[config.mk]
export PLATFORM = sky130hd
export DESIGN_NAME = regfile_wb_flat
export DESIGN_NICKNAME = d
export VERILOG_FILES = /design/src/rtl/regfile_wb_if.sv /design/src/rtl/regfile_wb.sv /design/src/flat_wrapper.sv
export SDC_FILE = /design/constraint.sdc
export NUM_CORES = 1
export LEC_CHECK = 0
export CAP_MARGIN = 20
export CORE_UTILIZATION = 45
export CTS_BUF_LIST = sky130_fd_sc_hd__clkbuf_8
export CTS_CLUSTER_DIAMETER = 40
export CTS_CLUSTER_SIZE = 24
export DETAILED_ROUTE_END_ITERATION = 8
export MAX_ROUTING_LAYER = met4
export PLACE_DENSITY = 0.78
export SLEW_MARGIN = 10
export SYNTH_ARGS = -nofsm -noshare
export SYNTH_HDL_FRONTEND = slang
export SYNTH_SLANG_ARGS = --single-unit
[constraint.sdc]
create_clock -name clk -period 3.9 [get_ports clk]
set_clock_uncertainty 0.15 [all_clocks]
set_input_delay 0.39 -clock clk [delete_from_list [all_inputs] [get_ports clk]]
set_output_delay 0.39 -clock clk [all_outputs]
set_load 0.01 [all_outputs]
[src/rtl/regfile_wb_if.sv]
// Writeback and read-port bundle between the ALU side and regfile_wb.
// The write port is always ready, so there is no ready signal.
interface regfile_wb_if #(
  parameter int DW = 8,
  parameter int AW = 2
);
  logic          wb_valid;
  logic [AW-1:0] wb_addr;
  logic [DW-1:0] wb_data;
  logic [AW-1:0] rs1_addr;
  logic [AW-1:0] rd_addr;
  logic [DW-1:0] rs1_data;
  logic [DW-1:0] rd_data;
  logic [7:0]    commit_count;

  modport master (
    output wb_valid,
    output wb_addr,
    output wb_data,
    output rs1_addr,
    output rd_addr,
    input  rs1_data,
    input  rd_data,
    input  commit_count
  );

  modport slave (
    input  wb_valid,
    input  wb_addr,
    input  wb_data,
    input  rs1_addr,
    input  rd_addr,
    output rs1_data,
    output rd_data,
    output commit_count
  );
endinterface

[src/rtl/regfile_wb.sv]
// Register file with a one-entry pending writeback slot and read bypass.
// Define REGFILE_ZERO_REG_EN to hardwire r0 to zero.
module regfile_wb #(
  parameter int DW   = 8,
  parameter int NREG = 4,
  parameter int AW   = 2
) (
  input  logic         clk,
  input  logic         rst_n,
  regfile_wb_if.slave  bus
);

  logic [DW-1:0] rf_q [NREG];
  logic [DW-1:0] rf_d [NREG];
  logic          pend_v_q, pend_v_d;
  logic [AW-1:0] pend_a_q, pend_a_d;
  logic [DW-1:0] pend_data_q, pend_data_d;
  logic [7:0]    cnt_q, cnt_d;
  logic          commit_en;

  always_comb begin
`ifdef REGFILE_ZERO_REG_EN
    commit_en = pend_v_q && (pend_a_q != '0);
`else
    commit_en = pend_v_q;
`endif
  end

  always_comb begin
    rf_d        = rf_q;
    pend_v_d    = bus.wb_valid;
    pend_a_d    = pend_a_q;
    pend_data_d = pend_data_q;
    cnt_d       = cnt_q;
    if (bus.wb_valid) begin
      pend_a_d    = bus.wb_addr;
      pend_data_d = bus.wb_data;
    end
    // Commit the older write while the new one is captured.
    if (commit_en) begin
      rf_d[pend_a_q] = pend_data_q;
      cnt_d          = cnt_q + 8'd1;
    end
  end

  always_ff @(posedge clk or negedge rst_n) begin
    if (!rst_n) begin
      for (int i = 0; i < NREG; i++) begin
        rf_q[i] <= '0;
      end
      pend_v_q    <= 1'b0;
      pend_a_q    <= '0;
      pend_data_q <= '0;
      cnt_q       <= '0;
    end else begin
      rf_q        <= rf_d;
      pend_v_q    <= pend_v_d;
      pend_a_q    <= pend_a_d;
      pend_data_q <= pend_data_d;
      cnt_q       <= cnt_d;
    end
  end

  always_comb begin
    bus.rs1_data = rf_q[bus.rs1_addr];
    if (pend_v_q && (pend_a_q == bus.rs1_addr)) begin
      bus.rs1_data = pend_data_q;
    end
`ifdef REGFILE_ZERO_REG_EN
    if (bus.rs1_addr == '0) begin
      bus.rs1_data = '0;
    end
`endif
  end

  always_comb begin
    bus.rd_data = rf_q[bus.rd_addr];
    if (pend_v_q && (pend_a_q == bus.rd_addr)) begin
      bus.rd_data = pend_data_q;
    end
`ifdef REGFILE_ZERO_REG_EN
    if (bus.rd_addr == '0) begin
      bus.rd_data = '0;
    end
`endif
  end

  assign bus.commit_count = cnt_q;

endmodule

[src/flat_wrapper.sv]
// flat-port wrapper written by rule: the top's interface ports become plain ports
module regfile_wb_flat 
#(
  parameter int DW   = 8,
  parameter int NREG = 4,
  parameter int AW   = 2
)
  (clk, rst_n, bus_wb_valid, bus_wb_addr, bus_wb_data, bus_rs1_addr, bus_rd_addr, bus_rs1_data, bus_rd_data, bus_commit_count);
  regfile_wb_if #(.DW(DW), .AW(AW)) bus_i ();
  input  logic clk;
  input  logic rst_n;
  input wire logic [$bits(bus_i.wb_valid)-1:0] bus_wb_valid;
  input wire logic [$bits(bus_i.wb_addr)-1:0] bus_wb_addr;
  input wire logic [$bits(bus_i.wb_data)-1:0] bus_wb_data;
  input wire logic [$bits(bus_i.rs1_addr)-1:0] bus_rs1_addr;
  input wire logic [$bits(bus_i.rd_addr)-1:0] bus_rd_addr;
  output wire logic [$bits(bus_i.rs1_data)-1:0] bus_rs1_data;
  output wire logic [$bits(bus_i.rd_data)-1:0] bus_rd_data;
  output wire logic [$bits(bus_i.commit_count)-1:0] bus_commit_count;
  assign bus_i.wb_valid = bus_wb_valid;
  assign bus_i.wb_addr = bus_wb_addr;
  assign bus_i.wb_data = bus_wb_data;
  assign bus_i.rs1_addr = bus_rs1_addr;
  assign bus_i.rd_addr = bus_rd_addr;
  assign bus_rs1_data = bus_i.rs1_data;
  assign bus_rd_data = bus_i.rd_data;
  assign bus_commit_count = bus_i.commit_count;
  regfile_wb #(.DW(DW), .NREG(NREG), .AW(AW)) u_core (.clk(clk), .rst_n(rst_n), .bus(bus_i));
endmodule
==> summary.txt, run 1 <==
Clock tree
  • Clk Latency, worst-skew pair: 300 ps
  • Clock transition at the registers of the reported paths: 90 ps
  • Maximum count of clock buffers along a single path: 2
  • TritonCTS clock tree: yes
  • Count of clock tree sinks: 51
  • Number of post-CTS setup repair buffers: 0
  • CTS Buf Count: 5
  • Total number of H-tree levels: 2
  • Clock root cell: clkbuf_8

Timing
  • RSZ-0062 raised after global routing: false
  • Final critical-path share of the clock period: 77.2%
  • Min Clock Period, post-route: 3010 ps
  • Peak Freq: 332 MHz
  • Post-route setup TNS: 0 ps
  • Relative slew slack: 56.3%
  • Transition time at the pin with the least slew margin: 653 ps
  • Final-report setup violation count: 0
  • Number of hold violations in the final report: 0
  • Final slew viol count: 0

Route
  • Iteration-0 DRC Markers: 61
  • Remaining routing DRC violations: 0
  • Remaining antenna violation count after routing: 0
  • Detail-routed via count per cell: 5.50
  • Vias: 1,523
  • Drt pass-1 iters: 4
  • Mean routed wirelength per cell: 18.5 um
  • Routed wire length: 5110 um

Layout
  • Most common cell after layout, fill and taps aside: dfrtp_1
  • Number of diodes: 0
  • Fraction of final layout cells sized beyond drive strength 1: 46.8%
  • Filler Cell Count: 450
  • Highest-count cells in the layout ignoring fill and taps: dfrtp_1, mux2_2, clkdlybuf4s50_1
  • Post-layout net count: 222
  • Area growth from synthesis to final layout: 20.8%

Global route
  • Overflow left after global routing: 0
  • Initial antenna violation count: 0
  • All-layer global routing usage: 18.7%
  • Via count of the first global-routing pass: 1,586
  • Wire length of the first global-routing pass: 8320 um
  • Maximum number of pins on one net before global-route repair: 37

Pwr
  • Power density cells: 574 nW/um^2
  • Total power: 0.00186 W
  • Static leakage power: 1.36 nW
  • Peak ir drop on the vdd network: 0.268 mV

Die
  • Core area: 5640 sq um
  • Die span in y: 79.3 um
  • Die X-Extent: 79.3 um
  • Overall die area: 6280 sq um
  • Total number of placement rows: 27
  • Number of top-level design ports: 41
  • Starting density of the core: 47.6%

Placed design
  • IO Port Bufs: 40
  • Final weighted congestion of routability-driven global placement: 0.741
  • Total half-perimeter wirelength after legalization and detailed placement: 3510 um

Worst setup path
  • Required time reported for the critical path endpoint: 3360 ps
  • Worst-path maximum fanout: 9
  • Endpoint kind of the worst setup timing path: output pin
  • Worst Path Class, Setup: in2out
  • Data arrival time of the critical path: 2470 ps
  • Kind of start point of the critical path: input port

Synthesis
  • Cell area after technology mapping: 2690 sq um
  • Register bit total from synthesis: 51
  • Part of the Yosys area used for sequential elements: 47.5%
  • Synthesized netlist cell count: 161
  • Yosys warning total: 0
  • Number of nets produced by synthesis: 179
  • Synthesized area divided by synthesized cell count: 16.7 sq um
  • Post-synthesis cell type count: 20

Flow run
  • Max_cap viols: 0

Min path
  • Worst hold path class: reg2reg

Status
  • Run status: finished clean
## final cells by class
cell class / instances / area, sq um / share of cell area [%]
clock buffer: 6 / 82.6 / 2.54
clock inverter: 2 / 16.3 / 0.501
multi-input combinational: 102 / 1350 / 41.7
sequential: 51 / 1280 / 39.3
tap: 72 / 90.1 / 2.78
timing repair buffer: 44 / 428 / 13.2
## registers in the layout, summed over array words and instances (netlist names)
register / flops
u_core.rf_q: 32
u_core.bus.commit_count: 8
u_core.pend_data_q: 8
u_core.pend_a_q: 2
u_core.commit_en: 1
## worst paths after layout
| path | from | endpoint | slack [ps] | cells past startpoint |
|---|---|---|---|---|
| worst max-delay path | bus_rd_addr[1] | bus_rd_data[3] | 890 | 5 |
| worst min-delay path | u_core.bus.commit_count[7] | u_core.bus.commit_count[7] | 340 | 1 |
| worst max register to register | u_core.commit_en | u_core.rf_q[29] | 1950 | 2 |
| worst min register to register | u_core.bus.commit_count[7] | u_core.bus.commit_count[7] | 340 | 1 |
| max in group asynchronous | rst_n | u_core.rf_q[10] | 2430 | 3 |
| min in group asynchronous | rst_n | u_core.rf_q[19] | 370 | 2 |
## worst max-delay path: stages
cell	delay (ps)
clkdlybuf4s50_1	810
xnor2_2	190
nand3_4	210
mux2_4	370
clkdlybuf4s50_1	500
## cell families (layout without fill, tap and decap cells)
kind of cell               count (synthesis)  in the layout  share of synthesized area (%)
DFF                                       51             51                           47.5
xor gates and xnor gates                  11             11                           4.70
adders and majority gates                  1              1                          0.466
muxes                                     75             75                           40.4
buffers and inverters                      8             52                           2.14
and+or+nand+nor                           15             15                           4.80
## synthesized netlist by cell type, drive strengths merged
cell type / count / area, sq um
and3: 1 / 6.26
nand4: 4 / 25.0
nand3b: 2 / 18.8
dfrtp: 51 / 1280
nand3: 3 / 45.0
mux4: 16 / 360
mux2: 59 / 724
buf: 8 / 57.6
xnor2: 8 / 100
nand2: 2 / 7.51
ha: 1 / 12.5
xor2: 3 / 26.3
nor2: 2 / 7.51
nor3b: 1 / 18.8
## where the power goes
part	total (W)	internal, W	switching (W)
Sequential	0.000827	0.000683	0.000144
Combinational	0.000713	0.000490	0.000223
Clock	0.000323	0.000145	0.000178
Total	0.00186	0.00132	0.000545
## repair_timing
| item | in CTS | in global routing |
|---|---|---|
| gates resized for setup | 0 | 0 |
| endpoints found under the hold margin | 15 | 0 |
| hold buffers | 1 | 0 |
## metal layers
| layer | GRT usage (%) | part of all wire (%) |
|---|---|---|
| met2 | 29.9 | 51 |
| met1 | 23.9 | 44 |
| met3 | 4.25 | 3.5 |
| met5 | - | 0 |
| met4 | 5.45 | 1.3 |
## per-stage QoR
stage	cell area, sq um	hold WS (ps)	setup slack [ps]	utilization [%]	cells
after floorplan	2690	-55.6	2060	-	161
after global placement	3140	185	919	55.6	268
after detailed placement	3140	179	886	55.6	268
after CTS	3250	342	876	57.5	277
after global routing	3250	347	793	57.5	277
final	3250	340	889	57.5	277
No activity file was read; power rests on OpenSTA's default activity.
==> run 2, diff against run 1 <==
--- a/config.mk
+++ b/config.mk
@@ -12,7 +12,7 @@
 export CTS_CLUSTER_SIZE = 24
 export DETAILED_ROUTE_END_ITERATION = 8
 export MAX_ROUTING_LAYER = met4
-export PLACE_DENSITY = 0.78
+export PLACE_DENSITY = 0.81
 export SLEW_MARGIN = 10
 export SYNTH_ARGS = -nofsm -noshare
 export SYNTH_HDL_FRONTEND = slang
==> constraint.sdc (replaced) <==
create_clock -name clk -period 2.55 [get_ports clk]
set_clock_uncertainty 0.15 [all_clocks]
set_input_delay 0.255 -clock clk [delete_from_list [all_inputs] [get_ports clk]]
set_output_delay 0.255 -clock clk [all_outputs]
set_load 0.01 [all_outputs]
==> run 2 against run 1 <==
  * Sequential share of layout area fell by 0.92 points
  * Critical path depth rose by 1
  * Sequential power rose by 52%
  * Critical path type unchanged
  * Critical endpoint is now bus_rs1_data[0]
==> summary.txt, run 2 (synthesis gave the netlist of run 1 again) <==
Layout
  • Largest Register: u_core.rf_q
  • Post-layout net count: 231 (+4.1%)
  • Area growth from synthesis to final layout: 23.7%
  • Number of diodes: 0 (unchanged)
  • Filler Cell Count: 444 (-1.3%)
  • Highest-count cells in the layout ignoring fill and taps: dfrtp_1, mux2_2, clkdlybuf4s50_1
  • Flip-flop count of the largest register after layout: 32 (unchanged)
  • Area of all sequential standard cells: 1280 sq um (unchanged)
  • Number of standard cells in the layout, taps in and fillers out: 286 (+3.2%)
  • Most common cell after layout, fill and taps aside: dfrtp_1
  • Fraction of final layout cells sized beyond drive strength 1: 49.1% (+2.2 points)
  • Multi-input gate area: 1350 sq um (unchanged)

Pwr
  • Peak ir drop on the vdd network: 0.342 mV (+28%)
  • Power density cells: 847 nW/um^2 (+48%)
  • Static leakage power: 1.44 nW (+6.0%)
  • Total power: 0.00281 W (+51%)

Die
  • Number of top-level design ports: 41 (unchanged)
  • Starting density of the core: 47.6% (unchanged)
  • Core area: 5640 sq um (unchanged)
  • Die X-Extent: 79.3 um (unchanged)
  • Overall die area: 6280 sq um (unchanged)
  • Total number of placement rows: 27 (unchanged)
  • Die span in y: 79.3 um (unchanged)

Worst setup path
  • Worst-path maximum fanout: 9 (unchanged)
  • Reg-to-reg critical path startpoint: u_core.commit_en
  • Number of cells on the worst reg-to-reg path: 3 (+1)
  • Slack of the worst reg-to-reg path: 700 ps (-1250 ps)
  • Worst Path Class, Setup: in2out
  • Required time reported for the critical path endpoint: 2140 ps (-1220 ps)
  • Kind of start point of the critical path: input port
  • Data arrival time of the critical path: 2080 ps (-390 ps)
  • Reg-to-Reg End: u_core.rf_q[26]
  • Endpoint kind of the worst setup timing path: output pin

Clock tree
  • Clock transition at the registers of the reported paths: 80 ps (about the same)
  • CTS Buf Count: 5 (unchanged)
  • Maximum count of clock buffers along a single path: 2 (unchanged)
  • Clock root cell: clkbuf_8
  • Count of clock tree sinks: 51 (unchanged)
  • TritonCTS clock tree: yes
  • Clk Latency, worst-skew pair: 300 ps (about the same)
  • Total number of H-tree levels: 2 (unchanged)

Timing
  • RSZ-0062 raised after global routing: false
  • Min Clock Period, post-route: 2480 ps
  • Number of hold violations in the final report: 0 (unchanged)
  • Transition time at the pin with the least slew margin: 626 ps (-27.5 ps)
  • Relative slew slack: 58.3% (+2.0 points)
  • Final-report setup violation count: 0 (unchanged)
  • Peak Freq: 403 MHz
  • Final slew viol count: 0 (unchanged)
  • Final critical-path share of the clock period: 97.3%

Route
  • Remaining antenna violation count after routing: 0 (unchanged)
  • Mean routed wirelength per cell: 18.0 um (-2.5%)
  • Drt pass-1 iters: 4 (unchanged)
  • Routed wire length: 5150 um (+0.68%)
  • Detail-routed via count per cell: 5.49 (about the same)
  • Remaining routing DRC violations: 0 (unchanged)
  • Iteration-0 DRC Markers: 81 (+33%)
  • Vias: 1,571 (+3.2%)

Global route
  • Wire length of the first global-routing pass: 8660 um (+4.1%)
  • All-layer global routing usage: 19.4% (+0.72 points)
  • Maximum number of pins on one net before global-route repair: 52 (+41%)
  • Via count of the first global-routing pass: 1,673 (+5.5%)
  • Initial antenna violation count: 0 (unchanged)
  • Overflow left after global routing: 0 (unchanged)

Min path
  • Worst Hold Launch: u_core.bus.commit_count[7]
  • Depth of the worst hold-timing path: 1 (unchanged)
  • Worst hold path class: reg2reg
  • End point of the worst hold path: u_core.bus.commit_count[7]

Placed design
  • IO Port Bufs: 40 (unchanged)
  • Final weighted congestion of routability-driven global placement: 0.761 (+2.8%)
  • Total half-perimeter wirelength after legalization and detailed placement: 3610 um (+2.9%)
  • Post-placement cell count: 276 (+3.0%)

Flow run
  • Max_cap viols: 0 (unchanged)

Status
  • Run status: finished clean
[run 2: through the flow]
stage          TNS (ps)  setup WS, ps  hold slack (ps)  utilization [%]  area [sq um]
3_3_place_gp       -355         -38.7              251             57.1          3220
2_1_floorplan         0           921             -191                -          2690
6_report              0          69.3              339             58.9          3320
3_5_place_dp       -510         -50.5              252             57.1          3220
4_1_cts               0          51.0              332             58.9          3320
5_1_grt               0          24.3              373             58.9          3320
[run 2: worst max path at each step]
| stage | cells past startpoint | start | slack [ps] | endpoint |
|---|---|---|---|---|
| after global routing | 6 | bus_rs1_addr[0] | 20 | bus_rs1_data[0] |
| after CTS | 6 | bus_rs1_addr[0] | 50 | bus_rs1_data[0] |
| after floorplan | 4 | u_core.pend_a_q[0] | 920 | bus_rd_data[0] |
| final | 6 | bus_rs1_addr[0] | 70 | bus_rs1_data[0] |
| after detailed placement | 5 | bus_rs1_addr[0] | -50 | bus_rs1_data[0] |
| after global placement | 5 | bus_rd_addr[0] | -40 | bus_rd_data[0] |
[run 2: cell type report]
| type | instances | share of cell area [%] |
|---|---|---|
| clock inverters | 1 | 0.226 |
| flip-flops and latches | 51 | 38.4 |
| repair buffers | 53 | 15.1 |
| multi-input cells | 102 | 40.7 |
| clock buffers | 7 | 2.90 |
| well taps | 72 | 2.71 |
[run 2: worst max-delay path, cell delays in order]
cell and delay [ps]:
clkdlybuf4s50_1 510, buf_12 160, buf_4 120, mux4_2 470, mux2_4 260, dlygate4sd2_1 290
[run 2: per-layer routing]
layer	share of wire (%)	global-route usage, %
met1	45	25.0
met2	49	30.3
met3	3.9	3.79
met4	2.0	7.64
met5	0	-
[run 2: power breakdown]
part | internal, W | switching [W]
clock network | 0.000247 | 0.000263
registers | 0.00105 | 0.000218
logic | 0.000694 | 0.000348
total | 0.00199 | 0.000828
[run 2: what timing repair did]
item,CTS,global route
gates resized for setup,16,0
buffers inserted,1,0
hold buffers,1,0
endpoints found under the hold margin,51,0
endpoints found under the setup margin,16,0
